--- config.mk ---
export PLATFORM = sky130hd
export DESIGN_NAME = branch_resolve_unit
export DESIGN_NICKNAME = d
export VERILOG_FILES = /design/src/rtl/cpu_ctrl_pkg.sv /design/src/rtl/branch_target_calc.sv /design/src/rtl/branch_resolve_unit.sv
export SDC_FILE = /design/constraint.sdc
export NUM_CORES = 1
export LEC_CHECK = 0
export BUFFER_PORTS_ARGS = -buffer_cell sky130_fd_sc_hd__buf_2
export CELL_PAD_IN_SITES_DETAIL_PLACEMENT = 0
export CELL_PAD_IN_SITES_GLOBAL_PLACEMENT = 1
export CORE_ASPECT_RATIO = 1.5
export CORE_MARGIN = 2
export CORE_UTILIZATION = 35
export CTS_BUF_LIST = sky130_fd_sc_hd__clkbuf_8
export DETAILED_ROUTE_END_ITERATION = 7
export GPL_ROUTABILITY_DRIVEN = 0
export GPL_TIMING_DRIVEN = 0
export PLACE_DENSITY = 0.82
export SLEW_MARGIN = 25
export SYNTH_ARGS = -nofsm -noshare
export SYNTH_HDL_FRONTEND = slang
export SYNTH_HIERARCHICAL = 1
export SYNTH_SLANG_ARGS = --single-unit
--- constraint.sdc ---
create_clock -name clk -period 1.9 [get_ports clk]
set_input_delay 0.38 -clock clk [delete_from_list [all_inputs] [get_ports clk]]
set_output_delay 0.38 -clock clk [all_outputs]
set_load 0.05 [all_outputs]
--- src/rtl/cpu_ctrl_pkg.sv ---
// Shared control-flow definitions for the EX-stage branch resolution logic.
package cpu_ctrl_pkg;

  typedef enum logic [2:0] {
    BR_NONE = 3'b000,
    BR_BEQ  = 3'b001,
    BR_BNE  = 3'b010,
    BR_BLEZ = 3'b011,
    BR_BGTZ = 3'b100,
    BR_BLTZ = 3'b101,
    BR_J    = 3'b110,
    BR_JR   = 3'b111
  } br_op_t;

  localparam int GAP_SHIFT_DEF = 2;
  localparam int FCNT_W        = 4;

endpackage

--- src/rtl/branch_target_calc.sv ---
// Combinational branch/jump target, taken decision and JR alignment check.
module branch_target_calc
  import cpu_ctrl_pkg::*;
#(
  parameter int ADDR_W    = 32,
  parameter int IMM_W     = 16,
  parameter int JIDX_W    = 26,
  parameter int GAP_SHIFT = GAP_SHIFT_DEF
) (
  input  logic [2:0]        i_op,
  input  logic [ADDR_W-1:0] i_pc_next,
  input  logic [IMM_W-1:0]  i_imm,
  input  logic [JIDX_W-1:0] i_jidx,
  input  logic [ADDR_W-1:0] i_rs_val,
  input  logic [ADDR_W-1:0] i_rt_val,
  output logic [ADDR_W-1:0] o_target,
  output logic              o_taken,
  output logic              o_misalign
);

  br_op_t            w_op;
  logic [ADDR_W-1:0] w_imm_ext;
  logic [ADDR_W-1:0] w_br_target;
  logic [ADDR_W-1:0] w_j_target;
  logic              w_rs_zero;
  logic              w_rs_neg;

  assign w_op        = br_op_t'(i_op);
  assign w_imm_ext   = {{(ADDR_W-IMM_W){i_imm[IMM_W-1]}}, i_imm};
  assign w_br_target = i_pc_next + (w_imm_ext << GAP_SHIFT);
  assign w_rs_zero   = ~|i_rs_val;
  assign w_rs_neg    = i_rs_val[ADDR_W-1];

  // When the jump index fills the whole PC above the gap there are no PC bits to keep.
  generate
    if (JIDX_W + GAP_SHIFT < ADDR_W) begin : g_jkeep
      assign w_j_target = {i_pc_next[ADDR_W-1:JIDX_W+GAP_SHIFT], i_jidx, {GAP_SHIFT{1'b0}}};
    end else begin : g_jfull
      assign w_j_target = {i_jidx, {GAP_SHIFT{1'b0}}};
    end
  endgenerate

  always_comb begin
    o_target   = w_br_target;
    o_taken    = 1'b0;
    o_misalign = 1'b0;
    case (w_op)
      BR_BEQ:  o_taken = (i_rs_val == i_rt_val);
      BR_BNE:  o_taken = (i_rs_val != i_rt_val);
      BR_BLEZ: o_taken = w_rs_neg | w_rs_zero;
      BR_BGTZ: o_taken = ~w_rs_neg & ~w_rs_zero;
      BR_BLTZ: o_taken = w_rs_neg;
      BR_J: begin
        o_taken  = 1'b1;
        o_target = w_j_target;
      end
      BR_JR: begin
        o_taken    = 1'b1;
        o_target   = i_rs_val;
        o_misalign = |i_rs_val[GAP_SHIFT-1:0];
      end
      default: o_taken = 1'b0;
    endcase
  end

endmodule

--- src/rtl/branch_resolve_unit.sv ---
// EX-stage branch resolution: registered redirect plus a counted wrong-path flush window.
module branch_resolve_unit
  import cpu_ctrl_pkg::*;
#(
  parameter int ADDR_W       = 32,
  parameter int IMM_W        = 16,
  parameter int GAP_SHIFT    = GAP_SHIFT_DEF,
  parameter int JIDX_W       = 26,
  parameter int FLUSH_CYCLES = 2
) (
  input  logic              clk,
  input  logic              rst,
  input  logic              in_valid,
  input  logic [2:0]        in_op,
  input  logic [ADDR_W-1:0] pc_next,
  input  logic [IMM_W-1:0]  imm,
  input  logic [JIDX_W-1:0] jidx,
  input  logic [ADDR_W-1:0] rs_val,
  input  logic [ADDR_W-1:0] rt_val,
  input  logic              stall,
  output logic              out_valid,
  output logic              out_taken,
  output logic              redirect,
  output logic [ADDR_W-1:0] redirect_pc,
  output logic              misalign,
  output logic              flush
);

  localparam logic [0:0] ST_RUN   = 1'b0;
  localparam logic [0:0] ST_FLUSH = 1'b1;
  localparam logic [FCNT_W-1:0] FCNT_LOAD = FCNT_W'(FLUSH_CYCLES);

  logic [0:0]        r_state;
  logic [FCNT_W-1:0] r_flush_cnt;
  logic              r_valid;
  logic              r_taken;
  logic              r_redirect;
  logic [ADDR_W-1:0] r_pc;
  logic              r_misalign;
  logic              r_flush;

  logic [ADDR_W-1:0] w_target;
  logic              w_taken;
  logic              w_misalign;

  branch_target_calc #(
    .ADDR_W   (ADDR_W),
    .IMM_W    (IMM_W),
    .JIDX_W   (JIDX_W),
    .GAP_SHIFT(GAP_SHIFT)
  ) u_calc (
    .i_op      (in_op),
    .i_pc_next (pc_next),
    .i_imm     (imm),
    .i_jidx    (jidx),
    .i_rs_val  (rs_val),
    .i_rt_val  (rt_val),
    .o_target  (w_target),
    .o_taken   (w_taken),
    .o_misalign(w_misalign)
  );

  always_ff @(posedge clk or posedge rst) begin
    if (rst) begin
      r_state     <= ST_RUN;
      r_flush_cnt <= '0;
      r_valid     <= 1'b0;
      r_taken     <= 1'b0;
      r_redirect  <= 1'b0;
      r_pc        <= '0;
      r_misalign  <= 1'b0;
      r_flush     <= 1'b0;
    end else if (!stall) begin
      if (r_state == ST_RUN) begin
        r_valid    <= in_valid;
        r_taken    <= in_valid & w_taken;
        r_redirect <= in_valid & w_taken;
        if (in_valid && w_taken) begin
          r_pc        <= w_target;
          r_misalign  <= w_misalign;
          r_flush_cnt <= FCNT_LOAD;
          r_flush     <= 1'b1;
          r_state     <= ST_FLUSH;
        end
      end else begin
        r_valid     <= 1'b0;
        r_taken     <= 1'b0;
        r_redirect  <= 1'b0;
        r_flush_cnt <= r_flush_cnt - 1'b1;
        // Count hits zero on this edge: the next presented instruction is accepted.
        if (r_flush_cnt == FCNT_W'(1)) begin
          r_flush <= 1'b0;
          r_state <= ST_RUN;
        end
      end
    end
  end

  assign out_valid   = r_valid;
  assign out_taken   = r_taken;
  assign redirect    = r_redirect;
  assign redirect_pc = r_pc;
  assign misalign    = r_misalign;
  assign flush       = r_flush;

endmodule

==> results of run 1 <==
worst min-delay path by stage:
stage	from	endpoint	slack [ps]	cells after the start
6_report	pc_next[0]	redirect_pc[0]	370	5
5_1_grt	in_valid	out_valid	430	2
4_1_cts	pc_next[0]	redirect_pc[0]	360	5
3_5_place_dp	rst	redirect_pc[10]	320	2
3_3_place_gp	redirect_pc[9]	redirect_pc[9]	460	2
2_1_floorplan	r_flush_cnt[0]	r_flush_cnt[0]	490	1
Yosys cell counts (13+ instances only):
library cell,count,share of area [%]
inv_1,13,1.1
nand3_1,13,1.5
nand4_1,18,2.6
xnor2_1,48,9.6
a21oi_1,45,5.2
clkbuf_1,17,1.5
a21o_1,19,3.3
nor2_1,29,2.5
ha_1,31,8.9
mux2i_1,19,4.4
dfrtp_1,41,23
nand2_1,134,12
nor2b_1,14,2.0
o21ai_0,20,2.3
cells by family after synthesis:
logic type                 Yosys count  synth area share [%]
AOI/OAI and AO/OA                  139                  21.3
xor gates and xnor gates            52                  10.4
buffers and inverters               39                  3.67
and+or+nand+nor                    250                  26.3
DFF                                 41                  23.5
adders and majority gates           32                  9.34
muxes                               23                  5.39
layout by cell type, fill, tap and decap left out, drive strengths merged, types with 4 or more instances in the layout:
| master | instances |
|---|---|
| buf | 232 |
| nand2 | 134 |
| xnor2 | 48 |
| a21oi | 45 |
| dfrtp | 41 |
| ha | 31 |
| nor2 | 29 |
| o21ai | 24 |
| mux2i | 19 |
| a21o | 19 |
| nand4 | 18 |
| clkbuf | 17 |
| nor2b | 14 |
| nand3 | 13 |
| inv | 13 |
| a211oi | 10 |
| nor4 | 9 |
| nand2b | 8 |
| a31oi | 6 |
| and3 | 6 |
| or3 | 5 |
| nor3 | 4 |
| o21bai | 4 |
| mux2 | 4 |
| o31ai | 4 |
| xor2 | 4 |
routing by layer:
layer	up-vias	track usage, %	wire, um	share of wire, %
li1	2496	-	-	-
met1	2446	30.2	6900	39
met2	222	46.6	9090	51
met3	50	1.66	963	5.4
met4	0	12.7	805	4.5
met5	-	0	0	0
worst max-delay path: cells and delay by family:
kind,cells,cell delay (ps)
AOI/OAI and AO/OA,5,1310
adders and majority gates,1,210
buffers and inverters,1,120
and+or+nand+nor,5,790
area by class of cell:
class,instances,area [um2],area share (%)
Sequential cell,41,1030,14.9
Inverter,13,48.8,0.706
Buffer,24,185,2.68
Tap cell,156,195,2.83
Clock inverter,2,35.0,0.507
Timing Repair Buffer,221,1380,20.0
Antenna cell,2,5.00,0.0725
Clock buffer,5,68.8,0.996
Multi-Input combinational cell,496,3960,57.4
repair_timing:
action	4_1_cts	5_1_grt
buffers inserted	24	14
pin swaps	55	55
gates cloned	3	0
resized for setup	90	61
endpoints found under the setup margin	40	40
endpoints found under the hold margin	9	0
hold buffers	1	0
power by group through the flow:
stage	Sequential, mW	Combinational, mW	Clock [mW]
final	1.54	3.89	0.698
after CTS	1.53	3.69	0.709
after detailed placement	1.54	3.44	0
after floorplan	2.74	1.25	0
after global routing	1.58	4.15	0.737
after global placement	1.53	3.38	0
sequential cells by signal, summed over array words and instances (netlist names):
register / flops
out_valid: 1
r_flush_cnt: 4
flush: 1
redirect_pc: 32
r_state: 1
misalign: 1
redirect: 1
==> results.cfg, run 1 <==
[pwr]
combinationalPowerShare_pct = 63.5
pwr-share-seq_pct = 25.1
switching_share_pct = 51.7
intPower_mw = 2.96
p_clk_share_pct = 11.4
power.leakage_nw = 3.30
total_power_mw = 6.12
switchingPower_mw = 3.16
p_per_area_nw_per_um2 = 886
ir_worst_vdd_mv = 0.392

[worst_setup_path]
crit_chain = buf_16 -> ha_4 -> a21o_1 -> a21o_1 -> a2111oi_4 -> nand4_1 -> a311oi_2 -> nor2_1 -> or3_1 -> a31o_1 -> nand2_1 -> nand2_1
reg2reg_depth = 5
critPathKind = input pin to flop
reg2reg_to = flush
crit_path_max_incr_delay_ps = 380
crit_start = imm[15]
crit_arrival_ps = 2830
required_ps = 2100
rrSetupSlack_ps = 360
r2r-start = r_flush_cnt[1]
start_kind = input pin
worstSetupEndpointType = flop
crit_path_end = redirect_pc[25]
crit_fanout = 7
worst_path_max_delay_cell = a311oi_2

[global_route]
overflow = 0
grt_pass1_vias = 5300
grt_use_total_pct = 25.8
grt_start_max_net_pins = 33
antenna_found_initial = 2
grt_pass1_wl_um = 26700

[cells_and_area]
syn2layout_area_growth_pct = 58.2
fillers = 1137
nets = 979
stdcell_area_um2 = 6910
fin_util_pct = 56.1
drive_above_1_share_pct = 44.8
fin_cells = 960

[detailed_routing]
antenna_left = 0
routed_via_density = 5.43
num_vias = 5214
firstDrtPassIters = 5
drt_wl_total_um = 17800
first_iter_violations = 227
wire_per_inst_um = 18.5
drc = 0

[yosys]
yosysWarnings = 6
syn_area_um2 = 4370
synth_edf_count = 0
synthFlopType = dfrtp_1
synth_seq_cells = 41
ys_seq_area_share_pct = 23.5
syn-num-nets = 753
ys_types = 57
synth_cells = 576
avgSynthCellArea_um2 = 7.58
synthArstFlopShare_pct = 100

[floorplanning]
row_count = 50
initial_core_util_pct = 35.4
dieWidth_um = 95.2
die_height_um = 141
core_area_um2 = 12300
top_level_ports = 182
die_area_um2 = 13400

[sta]
worst_pin_slew_ps = 692
hold_viol_final = 0
rsz0062_at_grt = true
whs_ps = 367
min_period_ps = 2630
setup_slack_ps = -726
setup_viol = 40
max_freq_ghz = 0.381
slew_violations = 0
fin_crit_sh_pct = 138
clock_skew_ps = 3.04
finalSetupTns_ps = -16680
relSlewSlack_pct = 53.9

[cts]
clockBufferDepth = 2
insertion_delay_ps = 300
clock-sinks = 41
cts_max_level = 2
clk_pin_slew_worst_paths_ps = 80
cts_root_buf = clkbuf_8
cts_made_buffers = 5
cts_tree = yes

[place]
placed_area_um2 = 5810
place_hpwl_um = 13900
port_buffers = 180
placed_cells = 913
dp_slack_ps = -1370

[outcome]
violations = setup timing
status = finished, violations left

[hold_path]
hold_class = input pin to flop

[job]
maxCapViolCount = 0
Note: power is estimated with default switching activity, not from simulation.
==> inputs of run 2 (changes only) <==
- BUFFER_PORTS_ARGS: -buffer_cell sky130_fd_sc_hd__buf_2 -> unset
- CORE_UTILIZATION: 35 -> 47
- DONT_BUFFER_PORTS: unset -> 1
- PLACE_DENSITY: 0.82 -> 0.83
==> run 2 against run 1 <==
  * The run still ends with setup timing left
  * Utilization grew 8.3 points
  * Worst hold slack lost 160 ps
  * Maximum frequency grew 5.7%
  * Combinational power shrank 50%
  * First-iteration DRC count shrank 18%
  * Non-clock buffer count shrank 197
  * Via count shrank 15%
==> results.cfg, run 2 (synthesis gave the netlist of run 1 again) <==
[floorplanning]
row_count = 43
die_height_um = 122
top_level_ports = 182
die_area_um2 = 10100
core_area_um2 = 9150
dieWidth_um = 82.7
initial_core_util_pct = 47.7

[detailed_routing]
wire_per_inst_um = 22.0
antenna_left = 0
routed_via_density = 6.16
num_vias = 4434
first_iter_violations = 186
drc = 0
firstDrtPassIters = 4
drt_wl_total_um = 15800

[worst_setup_path]
crit_arrival_ps = 2690
crit_fanout = 2
crit_path_end = redirect_pc[25]
start_kind = input pin
required_ps = 2100
critPathKind = input pin to flop
rrSetupSlack_ps = 340
worstSetupEndpointType = flop
reg2reg_to = r_flush_cnt[3]
reg2reg_depth = 3
r2r-start = r_flush_cnt[0]
crit_start = pc_next[18]

[cells_and_area]
largest_register_ffs = 32
nets = 782
layout_common_cells = nand2_1 (109), dfrtp_1 (41), a21oi_1 (30), nor2_1 (27), xnor2_1 (27)
syn2layout_area_growth_pct = 34.7
final_common_cell = nand2_1
seq_area_um2 = 1030
fin_cells = 720
multi_input_comb_area_um2 = 4110
drive_above_1_share_pct = 29.9
fillers = 790
stdcell_area_um2 = 5880

[global_route]
grt_pass1_wl_um = 22900
antenna_found_initial = 2
grt_pass1_vias = 4308
grt_start_max_net_pins = 34
overflow = 0
grt_use_total_pct = 30.2

[place]
placed_cells = 689
placed_area_um2 = 4860
port_buffers = 0
place_hpwl_um = 12200

[sta]
setup_viol = 39
clock_skew_ps = 4.00
max_freq_ghz = 0.402
hold_viol_final = 0
worst_pin_slew_ps = 621
fin_crit_sh_pct = 131
min_period_ps = 2490
finalSetupTns_ps = -8220
slew_violations = 0
setup_slack_ps = -586
rsz0062_at_grt = true
relSlewSlack_pct = 58.6

[pwr]
ir_worst_vdd_mv = 0.916
power.leakage_nw = 2.51
total_power_mw = 5.54
p_per_area_nw_per_um2 = 942

[outcome]
violations = setup timing
status = finished, violations left

[cts]
insertion_delay_ps = 300
clockBufferDepth = 2
cts_max_level = 2
clk_pin_slew_worst_paths_ps = 80
clock-sinks = 41
cts_root_buf = clkbuf_8
cts_made_buffers = 5
cts_tree = yes

[job]
maxCapViolCount = 0

[hold_path]
hold_class = input pin to flop
[run 2: worst min-delay path by stage]
stage | from | endpoint | slack, ps | cells past startpoint
4_1_cts | in_valid | out_valid | 210 | 1
3_3_place_gp | in_valid | out_valid | 520 | 1
5_1_grt | in_valid | out_valid | 200 | 1
6_report | in_valid | out_valid | 210 | 1
2_1_floorplan | r_flush_cnt[0] | r_flush_cnt[0] | 490 | 1
3_5_place_dp | rst | redirect_pc[5] | 190 | 1
[run 2: worst max-delay path, cell delays in order]
cell,delay (ps)
ha_4,220
a21o_1,150
a21o_1,190
a2111oi_4,350
nand4_1,310
a311oi_2,370
nor2_1,90
or3_1,310
a31o_1,220
nand2_1,60
nand2_1,40
[run 2: cell type report]
class,count,share of cell area [%]
Buffer,23,2.72
Multi-Input combinational cell,496,69.9
Clock buffer,6,1.40
Sequential cell,41,17.4
Clock inverter,2,0.638
Antenna cell,2,0.0851
Timing Repair Buffer,25,4.57
Tap cell,112,2.38
Inverter,13,0.829
[run 2: repair_timing]
action                                 4_1_cts  5_1_grt
endpoints found under the hold margin        8        0
hold buffers                                 1        0
resized for setup                           86       60
setup endpoints to repair                   40       40
cloned                                       2        1
setup buffers                               13        8
pin swaps                                   47       46
[run 2: per-layer routing]
layer / GRT usage (%) / vias to the layer above / routed length, um
met3: 7.11 / 39 / 1330
met1: 36.5 / 2092 / 6050
met2: 50.8 / 197 / 7820
met4: 12.1 / 0 / 620
met5: 0 / - / 0
li1: - / 2106 / -
[run 2: per-stage QoR]
stage / utilization (%) / hold WS, ps / setup WS (ps)
2_1_floorplan: - / 488 / -534
3_3_place_gp: 52.9 / 519 / -858
3_5_place_dp: 53.1 / 187 / -858
4_1_cts: 60.2 / 208 / -488
5_1_grt: 64.3 / 204 / -646
6_report: 64.3 / 210 / -586
[run 2: where the power goes]
part	switching (mW)	internal, mW	total, mW
combinational	1.02	0.941	1.96
sequential	1.59	1.25	2.84
clock	0.320	0.427	0.747
total	2.93	2.61	5.54
==> inputs of run 3 (changes only) <==
- ABC_AREA: unset -> 1
- CORE_UTILIZATION: 47 -> 44
- PLACE_DENSITY: 0.83 -> 0.82
==> run 3 against run 2 <==
  * The run now ends clean
  * Final area is 7.6% lower
  * Sequential share of layout area is 1.4 points higher
  * Clock skew grew 3.5 ps
  * Critical endpoint is now redirect_pc[16]
==> results.cfg, run 3 <==
[pwr]
total_power_mw = 5.27
p_per_area_nw_per_um2 = 969
ir_worst_vdd_mv = 0.382
power.leakage_nw = 3.03

[floorplanning]
die_height_um = 135
initial_core_util_pct = 45.4
row_count = 47
die_area_um2 = 12400
dieWidth_um = 91.4
core_area_um2 = 11100
top_level_ports = 182

[detailed_routing]
routed_via_density = 5.23
first_iter_violations = 266
wire_per_inst_um = 15.8
antenna_left = 0
num_vias = 5350
drc = 0
firstDrtPassIters = 5
drt_wl_total_um = 16200

[cts]
cts_max_level = 2
clock-sinks = 41
insertion_delay_ps = 290
cts_root_buf = clkbuf_8
cts_made_buffers = 5
cts_tree = yes
clk_pin_slew_worst_paths_ps = 80
clockBufferDepth = 2

[cells_and_area]
seq_area_um2 = 1030
nets = 1051
largest_register_ffs = 32
drive_above_1_share_pct = 8.91
stdcell_area_um2 = 5440
layout_common_cells = nand2_1 (335), inv_1 (112), nor2_1 (80), nand3_1 (80), dfrtp_1 (41)
multi_input_comb_area_um2 = 3490
final_common_cell = nand2_1
syn2layout_area_growth_pct = 7.79
antenna-diode-count = 0
fillers = 1194

[global_route]
antenna_found_initial = 0
grt_use_total_pct = 25.8
grt_start_max_net_pins = 32
overflow = 0
grt_pass1_wl_um = 25500
grt_pass1_vias = 5222

[place]
port_buffers = 0
place_hpwl_um = 13800
placed_area_um2 = 5260

[yosys]
synth_compound_area_share_pct = 10.4
yosysWarnings = 6
synth.largest_area_cell = nand2_1
synthSimpleGateAreaFrac_pct = 45.2
synth_seq_cells = 41
synth.most_common_cell = nand2_1
synth_cells = 864
synthFlopType = dfrtp_1
ys_seq_area_share_pct = 20.3
synth_edf_count = 0
synth_adder_area_share_pct = 8.09
synthArstFlopShare_pct = 100
ys_types = 38
syn_area_um2 = 5040
synth_mux_area_share_pct = 0
yosys-top-cells-count = nand2_1 (339), inv_1 (114), nand3_1 (82), nor2_1 (81), dfrtp_1 (41)
synth_top_area_share_pct = 25.2
avgSynthCellArea_um2 = 5.84
ys_top_cells_by_area = nand2_1 (25%), dfrtp_1 (20%), inv_1 (8.5%)
synth_top_family_by_area = simple AND/OR/NAND/NOR gates
syn-num-nets = 1041
synth_xor_area_share_pct = 4.34

[worst_setup_path]
crit_chain = ha_4 -> inv_2 -> fa_2 -> inv_2 -> nand3_1 -> nand3_2 -> nand2_1 -> nand2_2 -> nand3_2 -> nand2_2 -> xor2_2 -> nand2_1 -> nand2_1 -> nand3_1 -> nand2_1
start_kind = input pin
crit_path_max_incr_delay_ps = 370
worstSetupEndpointType = flop
reg2reg_depth = 5
crit_arrival_ps = 2030
worst_path_max_delay_cell = fa_2
reg2reg_to = redirect_pc[5]
crit_start = pc_next[2]
critPathKind = input pin to flop
required_ps = 2130
crit_path_end = redirect_pc[16]
r2r-start = r_state
rrSetupSlack_ps = 600
crit_fanout = 5
path_common_cell = nand2_1

[sta]
worst_pin_slew_ps = 519
min_period_ps = 1800
hold_viol_final = 0
rsz0062_at_grt = true
setup_viol = 0
clock_skew_ps = 7.46
fin_crit_sh_pct = 94.9
slew_violations = 0
max_freq_ghz = 0.555
relSlewSlack_pct = 65.4

[hold_path]
hold_class = input pin to flop
hold_depth = 2

[outcome]
status = finished clean

[job]
maxCapViolCount = 0
==> run 3: cell count changes in the layout (fill, tap and decap cells not counted), moves of 19 or more <==
cell / previous run / this run
a22oi_1: 0 / 29
nand2_1: 109 / 335
inv_1: 11 / 112
nand3_1: 12 / 80
mux2i_1: 19 / 0
nor2_1: 27 / 80
==> run 3: power breakdown <==
| part | total [mW] | internal, mW | switching, mW |
|---|---|---|---|
| logic | 1.68 | 0.627 | 1.05 |
| clock network | 0.708 | 0.423 | 0.286 |
| registers | 2.88 | 1.25 | 1.63 |
==> run 3: logic make-up after synthesis <==
family / Yosys count
simple gates: 542
buf+inv: 141
fa+ha+maj: 32
flops: 41
xor+xnor: 25
compound gates: 83
==> run 3: per-stage QoR <==
step | hold slack, ps | setup TNS, ps | cells | util [%] | setup slack, ps
6_report | 208 | 0 | 1022 | 48.9 | 97.0
5_1_grt | 233 | -29.6 | 1022 | 48.9 | -10.6
4_1_cts | 204 | 0 | 1021 | 48.4 | 4.41
3_5_place_dp | 207 | -4210 | 1012 | 47.3 | -312
3_3_place_gp | 504 | -3490 | 1011 | 47.1 | -279
2_1_floorplan | 494 | 0 | 864 | - | 16.7
==> run 3: how the worst min path moves through the flow <==
stage,from,to,slack (ps)
CTS,stall,redirect,200
finish,stall,redirect,210
global placement,stall,redirect,500
floorplan,r_flush_cnt[3],r_flush_cnt[3],490
global route,in_valid,out_valid,230
detailed placement,rst,redirect_pc[4],210
==> run 3: repair_timing <==
| item | CTS | global route |
|---|---|---|
| setup buffers | 0 | 1 |
| cloned | 0 | 0 |
| gates resized for setup | 1 | 13 |
| setup endpoints to repair | 1 | 10 |
| hold buffers | 1 | 0 |
| endpoints found under the hold margin | 10 | 0 |
| pin swaps | 0 | 5 |
==> run 3: worst max-delay path, delay by kind of cell <==
family | cells | cell delay [ps]
simple gates | 10 | 900
fa+ha+maj | 2 | 490
xor+xnor | 1 | 160
buf+inv | 2 | 120
==> run 3: cell type report <==
| cell class | instances | share of cell area, % |
|---|---|---|
| inverters | 122 | 8.42 |
| repair buffers | 3 | 0.690 |
| flip-flops and latches | 41 | 18.9 |
| clock buffers | 6 | 1.52 |
| well taps | 147 | 3.38 |
| plain buffers | 19 | 2.32 |
| multi-input cells | 682 | 64.2 |
| clock inverters | 2 | 0.621 |
==> run 3: layer usage <==
| layer | routed length (um) | track usage (%) | part of all wire [%] | vias up |
|---|---|---|---|---|
| met5 | 0 | 0 | 0 | - |
| met2 | 8310 | 48.9 | 51 | 189 |
| met3 | 926 | 2.79 | 5.7 | 32 |
| met4 | 448 | 8.59 | 2.8 | 0 |
| li1 | - | - | - | 2757 |
| met1 | 6510 | 29.8 | 40 | 2372 |
